## src/rtl/uart_receiver.sv

```systemverilog
// 16x-oversampling UART receiver: start-bit qualification, mid-bit sampling,
// parity/stop checking and a valid/ack host handshake with sticky overrun.
module uart_receiver (
  input  logic       clk_i,
  input  logic       rst_i,
  input  logic       ov_baud_rt_i,
  input  logic       rx_i,
  input  logic [1:0] data_width_i,
  input  logic       parity_en_i,
  input  logic       parity_odd_i,
  input  logic       stop_bits_i,
  input  logic       rx_ack_i,
  output logic [7:0] rx_data_o,
  output logic       rx_valid_o,
  output logic       parity_err_o,
  output logic       frame_err_o,
  output logic       overrun_err_o,
  output logic       rx_busy_o
);

  typedef enum logic [2:0] {
    S_IDLE,
    S_START,
    S_DATA,
    S_PARITY,
    S_STOP
  } state_t;

  state_t     r_state;
  logic       r_rxMeta;
  logic       r_rxSync;
  logic [3:0] r_tickCnt;
  logic [2:0] r_bitCnt;
  logic [7:0] r_shift;
  logic [1:0] r_width;
  logic       r_parEn;
  logic       r_parOdd;
  logic       r_twoStop;
  logic       r_stopCnt;
  logic       r_parErr;
  logic       r_frmErr;
  logic       r_done;
  logic [2:0] w_lastBit;

  // Index of the final data bit: 4 for 5-bit words up to 7 for 8-bit words.
  assign w_lastBit = 3'd4 + {1'b0, r_width};

  always_ff @(posedge clk_i or posedge rst_i) begin
    if (rst_i) begin
      r_rxMeta <= 1'b1;
      r_rxSync <= 1'b1;
    end else begin
      r_rxMeta <= rx_i;
      r_rxSync <= r_rxMeta;
    end
  end

  always_ff @(posedge clk_i or posedge rst_i) begin
    if (rst_i) begin
      r_state   <= S_IDLE;
      rx_busy_o <= 1'b0;
      r_tickCnt <= 4'd0;
      r_bitCnt  <= 3'd0;
      r_shift   <= 8'h00;
      r_width   <= 2'b00;
      r_parEn   <= 1'b0;
      r_parOdd  <= 1'b0;
      r_twoStop <= 1'b0;
      r_stopCnt <= 1'b0;
      r_parErr  <= 1'b0;
      r_frmErr  <= 1'b0;
      r_done    <= 1'b0;
    end else begin
      r_done <= 1'b0;
      if (ov_baud_rt_i) begin
        case (r_state)
          S_IDLE: begin
            if (!r_rxSync) begin
              r_state   <= S_START;
              rx_busy_o <= 1'b1;
              r_tickCnt <= 4'd0;
              r_width   <= data_width_i;
              r_parEn   <= parity_en_i;
              r_parOdd  <= parity_odd_i;
              r_twoStop <= stop_bits_i;
            end
          end
          S_START: begin
            if (r_tickCnt != 4'd7) begin
              r_tickCnt <= r_tickCnt + 4'd1;
            end else if (r_rxSync) begin
              r_state   <= S_IDLE;
              rx_busy_o <= 1'b0;
            end else begin
              r_state   <= S_DATA;
              r_tickCnt <= 4'd0;
              r_bitCnt  <= 3'd0;
              r_shift   <= 8'h00;
              r_stopCnt <= 1'b0;
              r_parErr  <= 1'b0;
              r_frmErr  <= 1'b0;
            end
          end
          S_DATA: begin
            if (r_tickCnt != 4'd15) begin
              r_tickCnt <= r_tickCnt + 4'd1;
            end else begin
              r_tickCnt          <= 4'd0;
              r_shift[r_bitCnt]  <= r_rxSync;
              r_bitCnt           <= r_bitCnt + 3'd1;
              if (r_bitCnt == w_lastBit) begin
                r_state <= r_parEn ? S_PARITY : S_STOP;
              end
            end
          end
          S_PARITY: begin
            if (r_tickCnt != 4'd15) begin
              r_tickCnt <= r_tickCnt + 4'd1;
            end else begin
              r_tickCnt <= 4'd0;
              r_parErr  <= ((^r_shift) ^ r_rxSync) != r_parOdd;
              r_state   <= S_STOP;
            end
          end
          S_STOP: begin
            if (r_tickCnt != 4'd15) begin
              r_tickCnt <= r_tickCnt + 4'd1;
            end else begin
              r_tickCnt <= 4'd0;
              if (!r_rxSync) begin
                r_frmErr <= 1'b1;
              end
              // Completion drops straight to IDLE so the next start edge is seen early.
              if (r_twoStop && !r_stopCnt) begin
                r_stopCnt <= 1'b1;
              end else begin
                r_state   <= S_IDLE;
                rx_busy_o <= 1'b0;
                r_done    <= 1'b1;
              end
            end
          end
          default: begin
            r_state   <= S_IDLE;
            rx_busy_o <= 1'b0;
          end
        endcase
      end
    end
  end

  // An ack coinciding with a completed frame frees the slot for that frame.
  always_ff @(posedge clk_i or posedge rst_i) begin
    if (rst_i) begin
      rx_data_o     <= 8'h00;
      rx_valid_o    <= 1'b0;
      parity_err_o  <= 1'b0;
      frame_err_o   <= 1'b0;
      overrun_err_o <= 1'b0;
    end else if (r_done) begin
      if (!rx_valid_o || rx_ack_i) begin
        rx_data_o     <= r_shift;
        parity_err_o  <= r_parErr;
        frame_err_o   <= r_frmErr;
        rx_valid_o    <= 1'b1;
        overrun_err_o <= 1'b0;
      end else begin
        overrun_err_o <= 1'b1;
      end
    end else if (rx_ack_i && rx_valid_o) begin
      rx_valid_o    <= 1'b0;
      parity_err_o  <= 1'b0;
      frame_err_o   <= 1'b0;
      overrun_err_o <= 1'b0;
    end
  end

endmodule
```

## config.mk

```make
export PLATFORM = sky130hd
export DESIGN_NAME = uart_receiver
export DESIGN_NICKNAME = d
export VERILOG_FILES = /design/src/rtl/uart_receiver.sv
export SDC_FILE = /design/constraint.sdc
export NUM_CORES = 1
export LEC_CHECK = 0
export BUFFER_PORTS_ARGS = -buffer_cell sky130_fd_sc_hd__buf_4
export CAP_MARGIN = 20
export CORE_MARGIN = 2
export CORE_UTILIZATION = 35
export DETAILED_ROUTE_END_ITERATION = 12
export GPL_TIMING_DRIVEN = 1
export PLACE_DENSITY = 0.63
export SYNTH_ARGS = -nofsm -noshare
export SYNTH_HDL_FRONTEND = slang
export SYNTH_SLANG_ARGS = --single-unit
```

## constraint.sdc

```tcl
create_clock -name clk_i -period 2.2 [get_ports clk_i]
set_input_delay 0.33 -clock clk_i [delete_from_list [all_inputs] [get_ports clk_i]]
set_output_delay 0.33 -clock clk_i [all_outputs]
set_load 0.01 [all_outputs]
```

==> results of run 1 <==
cell usage after synthesis (3+ instances only):
| cell type | n | share of area (%) |
|---|---|---|
| nor3_1 | 3 | 0.68 |
| dfrtp_1 | 40 | 46 |
| a32o_1 | 3 | 1.4 |
| buf_2 | 3 | 0.68 |
| inv_1 | 5 | 0.86 |
| a31oi_1 | 5 | 1.4 |
| xnor2_1 | 13 | 5.2 |
| o21ai_0 | 9 | 2.1 |
| nand3_1 | 5 | 1.1 |
| o211ai_1 | 3 | 1.0 |
| nor2_1 | 6 | 1.0 |
| o21a_1 | 3 | 1.0 |
| mux2i_1 | 10 | 4.6 |
| nand2_1 | 21 | 3.6 |
| and3_1 | 3 | 0.86 |
| a21oi_1 | 3 | 0.68 |
| a22o_1 | 3 | 1.2 |
| mux2_2 | 9 | 4.6 |
| nand2b_1 | 5 | 1.4 |
| mux2_4 | 4 | 2.7 |
metrics by stage:
stage               instances  setup WS (ns)  power [mW]
floorplan                 188         0.4488       1.858
global placement          281         0.2816       2.030
detailed placement        281         0.2316       2.043
CTS                       289         0.2066       2.569
global route              289         0.1170       2.713
finish                    289         0.2155       2.542
worst min-delay path by stage:
stage	cells after the start	end	slack (ns)	from
2_1_floorplan	0	r_rxMeta$_DFF_PP1_	0.33	rx_i
3_3_place_gp	0	r_rxSync$_DFF_PP1_	0.35	r_rxMeta$_DFF_PP1_
3_5_place_dp	0	r_rxSync$_DFF_PP1_	0.35	r_rxMeta$_DFF_PP1_
4_1_cts	1	r_rxMeta$_DFF_PP1_	0.13	rx_i
5_1_grt	1	r_rxMeta$_DFF_PP1_	0.13	rx_i
6_report	1	r_rxMeta$_DFF_PP1_	0.15	rx_i
routing by layer:
metal / track usage (%) / vias to the layer above
met5: 0 / -
met4: 5.365 / 0
met3: 2.187 / 5
met2: 18.26 / 21
met1: 18.47 / 704
li1: - / 728
layout make-up:
type / count / area share (%)
tap: 75 / 3.706
clock buffer: 6 / 3.261
inverter: 6 / 0.8893
timing repair buffer: 25 / 7.411
sequential: 42 / 41.60
clock inverter: 2 / 0.4941
multi-input combinational: 133 / 42.64
cells by family (layout without fill, tap and decap cells):
| family | after synthesis | after routing | synth area share (%) |
|---|---|---|---|
| buf+inv | 13 | 39 | 2.738 |
| fa+ha+maj | 2 | 2 | 1.141 |
| compound gates | 37 | 37 | 13.41 |
| mux | 23 | 23 | 11.92 |
| simple gates | 57 | 57 | 17.17 |
| flops | 42 | 42 | 48.03 |
| xor+xnor | 14 | 14 | 5.591 |
state kept, by name (all words and copies together) (netlist names), 2 cells and up:
register   cells
rx_data_o      8
r_state        3
r_width        2
r_bitCnt       3
r_shift        8
r_tickCnt      4
power groups by stage:
| stage | clock, mW | combinational, mW | sequential [mW] |
|---|---|---|---|
| finish | 0.511 | 0.873 | 1.16 |
| global route | 0.570 | 0.959 | 1.18 |
| CTS | 0.535 | 0.881 | 1.15 |
| detailed placement | 0 | 0.875 | 1.17 |
| global placement | 0 | 0.866 | 1.16 |
| floorplan | 0 | 0.825 | 1.03 |
worst reg2reg max path, stage by stage, from the launching register on:
cell and delay [ns]:
dfrtp_1 0.70, nand2b_1 0.29, o31ai_4 0.11, nor3b_4 0.44, mux2_4 0.34
==> reports/qor.yml, run 1 <==
run_status:
  status: "completed"
critical_path:
  regToRegStartpoint: "r_state[2]$_DFFE_PP0P_"
  crit_path_end_kind: "flop"
  rr_endpoint: "r_width[0]$_DFFE_PP0P_"
  critPathMaxStageDelay_ns: 0.70
  rrSetupSlack_ns: 0.22
  critPathTopFamily: "simple AND/OR/NAND/NOR gates"
  startpoint: "r_state[2]$_DFFE_PP0P_"
  worst-path-buf-inv: 0
  crit_path_max_fanout: 13
  crit_path_start_kind: "flop"
  critical_path_required_ns: 2.38
  crit_chain: "nand2b_1, o31ai_4, nor3b_4, mux2_4"
  critical_path.endpoint: "r_width[0]$_DFFE_PP0P_"
  slowest_stage: "dfrtp_1"
  crit_cells: 4
  r2r_cells: 4
  crit_type: "reg -> reg"
  worstPathArrival_ns: 2.16
cells_and_area:
  final_common_cell: "dfrtp_1"
  n_fill_cell: 564
  drive_gt1_share_pct: 28.97
  layout_common_cells: "dfrtp_1, buf_4, nand2_1"
  design_area_um2: 2532
  syn_to_final_growth_pct: 15.46
  nets: 225
  final_util_pct: 42.27
  regArea_um2: 1054
  diodes: 0
  multi_input_area_um2: 1080
worst_hold_path:
  hp-class: "in -> reg"
routing:
  drt_iter0_markers: 99
  wire_per_inst_um: 14.04
  vias: 1458
  drc: 0
  via_per_inst: 5.045
  dr_wl_met2_um: 1796
  wl_um: 4057
  wl_met1_um: 2091
  dr.pass1.iters: 4
  top_layer: "met4"
  ant_nets: 0
  met3WireLength_um: 100
clock_tree:
  cts_tree: "yes"
  cts.clk_slew.worst_paths_ns: 0.08
  ctsLongestPathBuffers: 2
  cts_setup_buffers: 0
  cts.sinks: 42
  insertion_delay_ns: 0.29
  cts_hold_buf: 0
  clockRootBuffer: "clkbuf_8"
  ctsResizeCount: 0
  tritoncts.num_buffers: 5
  htreeDepth: 2
timing:
  fin_skew_ns: 0.008313
  hold_viol: 0
  maxSlewViolCount: 0
  max-slew-margin-rel_pct: 62.98
  rsz0062_at_grt: "no"
  tightest_slew_ns: 0.5553
  hold_ws_ns: 0.1458
  tns_ns: 0
  fin_crit_ns: 1.985
  final.period_utilization_pct: 90.21
  finalSetupViolCount: 0
  fmax_mhz: 503.9
floorplanning:
  io_pins: 23
  rows: 28
  dieArea_um2: 6916
  die_y_um: 83.16
  die_w_um: 83.16
  initial_core_util_pct: 36.61
  design.core.area_um2: 5991
synth:
  synthCells: 188
  ys_seq_area_share_pct: 48.03
  synthArstFlopShare_pct: 100.0
  ys_warn_count: 0
  synth.avg_cell_area_um2: 11.67
  syn_area_um2: 2193
  synth_edf_count: 0
  ys_ff_latch: 42
  syn-num-nets: 200
  synthDistinctLibCells: 43
  ys.flop_type: "dfrtp_1"
global_routing:
  grt_pass1_wl_um: 7134
  antenna_found_initial: 0
  grt_max_degree: 43
  grt_pass1_vias: 1465
  grt_overflow: 0
  grt_usage_pct: 12.60
power:
  clock_power_share_pct: 20.1
  ir_drop_mv: 0.5737
  internal_power_mw: 1.620
  power_frac_comb_pct: 34.4
  leakagePower_nw: 1.146
  swShare_pct: 36.26
  switching_power_mw: 0.9217
  powerDensity_nw_per_um2: 1004
  power.share.sequential_pct: 45.5
placed_design:
  place_hpwl_um: 2865
  place_area_um2: 2437
  portBuffers: 22
  place.gp.congestion: 0.8368
flow_run:
  drv_cap: 0
(Power assumes the default switching activity.)
==> run 2: changes to the inputs <==
--- a/config.mk
+++ b/config.mk
@@ -8,10 +8,10 @@
 export BUFFER_PORTS_ARGS = -buffer_cell sky130_fd_sc_hd__buf_4
 export CAP_MARGIN = 20
 export CORE_MARGIN = 2
-export CORE_UTILIZATION = 35
+export CORE_UTILIZATION = 50
 export DETAILED_ROUTE_END_ITERATION = 12
 export GPL_TIMING_DRIVEN = 1
-export PLACE_DENSITY = 0.63
+export PLACE_DENSITY = 0.8
 export SYNTH_ARGS = -nofsm -noshare
 export SYNTH_HDL_FRONTEND = slang
 export SYNTH_SLANG_ARGS = --single-unit
==> reports/qor.yml, run 2 (synthesis results as in run 1) <==
run_status:
  status: "completed"
flow_run:
  drv_cap: 0  # unchanged
clock_tree:
  cts.clk_slew.worst_paths_ns: 0.08  # about the same
  cts_hold_buf: 0  # unchanged
  ctsResizeCount: 0  # unchanged
  cts_setup_buffers: 0  # unchanged
  clockRootBuffer: "clkbuf_8"
  ctsLongestPathBuffers: 2  # unchanged
  cts.sinks: 42  # unchanged
  tritoncts.num_buffers: 5  # unchanged
  cts_tree: "yes"
  htreeDepth: 2  # unchanged
  insertion_delay_ns: 0.30  # about the same
floorplanning:
  initial_core_util_pct: 51.08  # +14 points
  design.core.area_um2: 4294  # -28%
  dieArea_um2: 4932  # -29%
  die_y_um: 70.23  # -16%
  io_pins: 23  # unchanged
  die_w_um: 70.23  # -16%
  rows: 24  # -14%
worst_hold_path:
  holdPathStages: 1  # unchanged
  hold_start: "rx_i"
  min_to: "r_rxMeta$_DFF_PP1_"
  hp-class: "in -> reg"
cells_and_area:
  diodes: 0  # unchanged
  largestRegisters: "r_shift (8), rx_data_o (8), r_tickCnt (4)"
  drive_gt1_share_pct: 28.84  # -0.13 points
  syn_to_final_growth_pct: 14.09
  layout_common_cells: "dfrtp_1, buf_4, nand2_1"
  layout.cells.non_filler: 267  # -7.6%
  nets: 226  # +0.44%
  final_util_pct: 58.28  # +16 points
  final_common_cell: "dfrtp_1"
routing:
  drc: 0  # unchanged
  dr.pass1.iters: 4  # unchanged
  via_per_inst: 5.543  # +9.9%
  vias: 1480  # +1.5%
  wire_per_inst_um: 14.67  # +4.5%
  ant_nets: 0  # unchanged
  drt_iter0_markers: 82  # -17%
  wl_um: 3916  # -3.5%
placed_design:
  pre_cts_ws_ns: 0.2455  # +0.01391 ns
  place.gp.congestion: 0.8465  # +1.2%
  dp_cells: 259  # -7.8%
  portBuffers: 22  # unchanged
  place_hpwl_um: 2716  # -5.2%
timing:
  fin_skew_ns: 0.01174  # +0.003427 ns
  finalSetupViolCount: 0  # unchanged
  tns_ns: 0  # unchanged
  fin_crit_ns: 1.957  # -0.02740 ns
  fin_ws_ns: 0.2429  # +0.02740 ns
  maxSlewViolCount: 0  # unchanged
  fmax_mhz: 511.0  # +1.4%
  tightest_slew_ns: 0.5384  # -0.01695 ns
  rsz0062_at_grt: "no"
  final.period_utilization_pct: 88.96  # -1.2 points
  max-slew-margin-rel_pct: 64.11  # +1.1 points
  hold_viol: 0  # unchanged
global_routing:
  antenna_found_initial: 0  # unchanged
  grt_overflow: 0  # unchanged
  grt_usage_pct: 17.26  # +4.7 points
  grt_pass1_wl_um: 6699  # -6.1%
  grt_pass1_vias: 1381  # -5.7%
  grt_max_degree: 43  # unchanged
power:
  leakagePower_nw: 1.152  # +0.52%
  ir_drop_mv: 0.4973  # -13%
  powerDensity_nw_per_um2: 1008  # +0.39%
critical_path:
  r2r_cells: 4  # unchanged
  rr_endpoint: "r_width[1]$_DFFE_PP0P_"
  critPathMaxStageDelay_ns: 0.68  # -0.02 ns
  crit_path_start_kind: "flop"
  crit_type: "reg -> reg"
  regToRegStartpoint: "r_state[2]$_DFFE_PP0P_"
  worstPathArrival_ns: 2.14  # -0.02 ns
  slowest_stage: "dfrtp_1"
  crit_path_max_fanout: 13  # unchanged
  startpoint: "r_state[2]$_DFFE_PP0P_"
  crit_path_end_kind: "flop"
  critical_path_required_ns: 2.38  # about the same
  crit_chain: "nand2b_1, o31ai_4, nor3b_4, mux2_4"
  rrSetupSlack_ns: 0.24  # +0.03 ns
## run 2: how the worst max path moves through the flow
| stage | end |
|---|---|
| 6_report | r_width[1]$_DFFE_PP0P_ |
| 5_1_grt | r_tickCnt[0]$_DFFE_PP0P_ |
| 4_1_cts | r_width[1]$_DFFE_PP0P_ |
| 3_5_place_dp | r_width[1]$_DFFE_PP0P_ |
| 3_3_place_gp | r_parOdd$_DFFE_PP0P_ |
| 2_1_floorplan | r_parOdd$_DFFE_PP0P_ |
## run 2: stage by stage
stage	total power, mW	cell area [um2]	hold slack, ns
final	2.522	2502	0.1402
after global routing	2.677	2502	0.1218
after CTS	2.540	2502	0.1355
after detailed placement	2.046	2416	0.3472
after global placement	2.020	2416	0.3464
after floorplan	1.858	2193	0.3345
## run 2: routing by layer
layer / global-route usage (%) / vias to the layer above / share of wire [%]
li1: - / 730 / -
met1: 25.45 / 717 / 49
met2: 24.84 / 27 / 46
met3: 4.329 / 6 / 4.0
met4: 5.769 / 0 / 1.4
met5: 0 / - / 0
## run 2: worst max-delay path, delay by kind of cell (launching register included)
kind             cells  cell delay (ns)
multiplexers         1             0.34
flip-flops           1             0.68
AND/OR/NAND/NOR      2             0.71
AO/OA/AOI/OAI        1             0.11
## run 2: area by class of cell
cell class	count	area, um2
clock inverters	2	13.76
flip-flops and latches	42	1054
fillers	359	1792
inverters	6	22.52
clock buffers	6	72.57
repair buffers	26	195.2
well taps	52	65.06
multi-input cells	133	1080
## run 2: report_power, final
part / total (mW) / switching, mW / leakage [nW] / internal (mW)
Clock: 0.486 / 0.263 / 0.0452 / 0.224
Combinational: 0.878 / 0.417 / 0.548 / 0.461
Sequential: 1.16 / 0.244 / 0.559 / 0.913
Total: 2.52 / 0.924 / 1.15 / 1.60
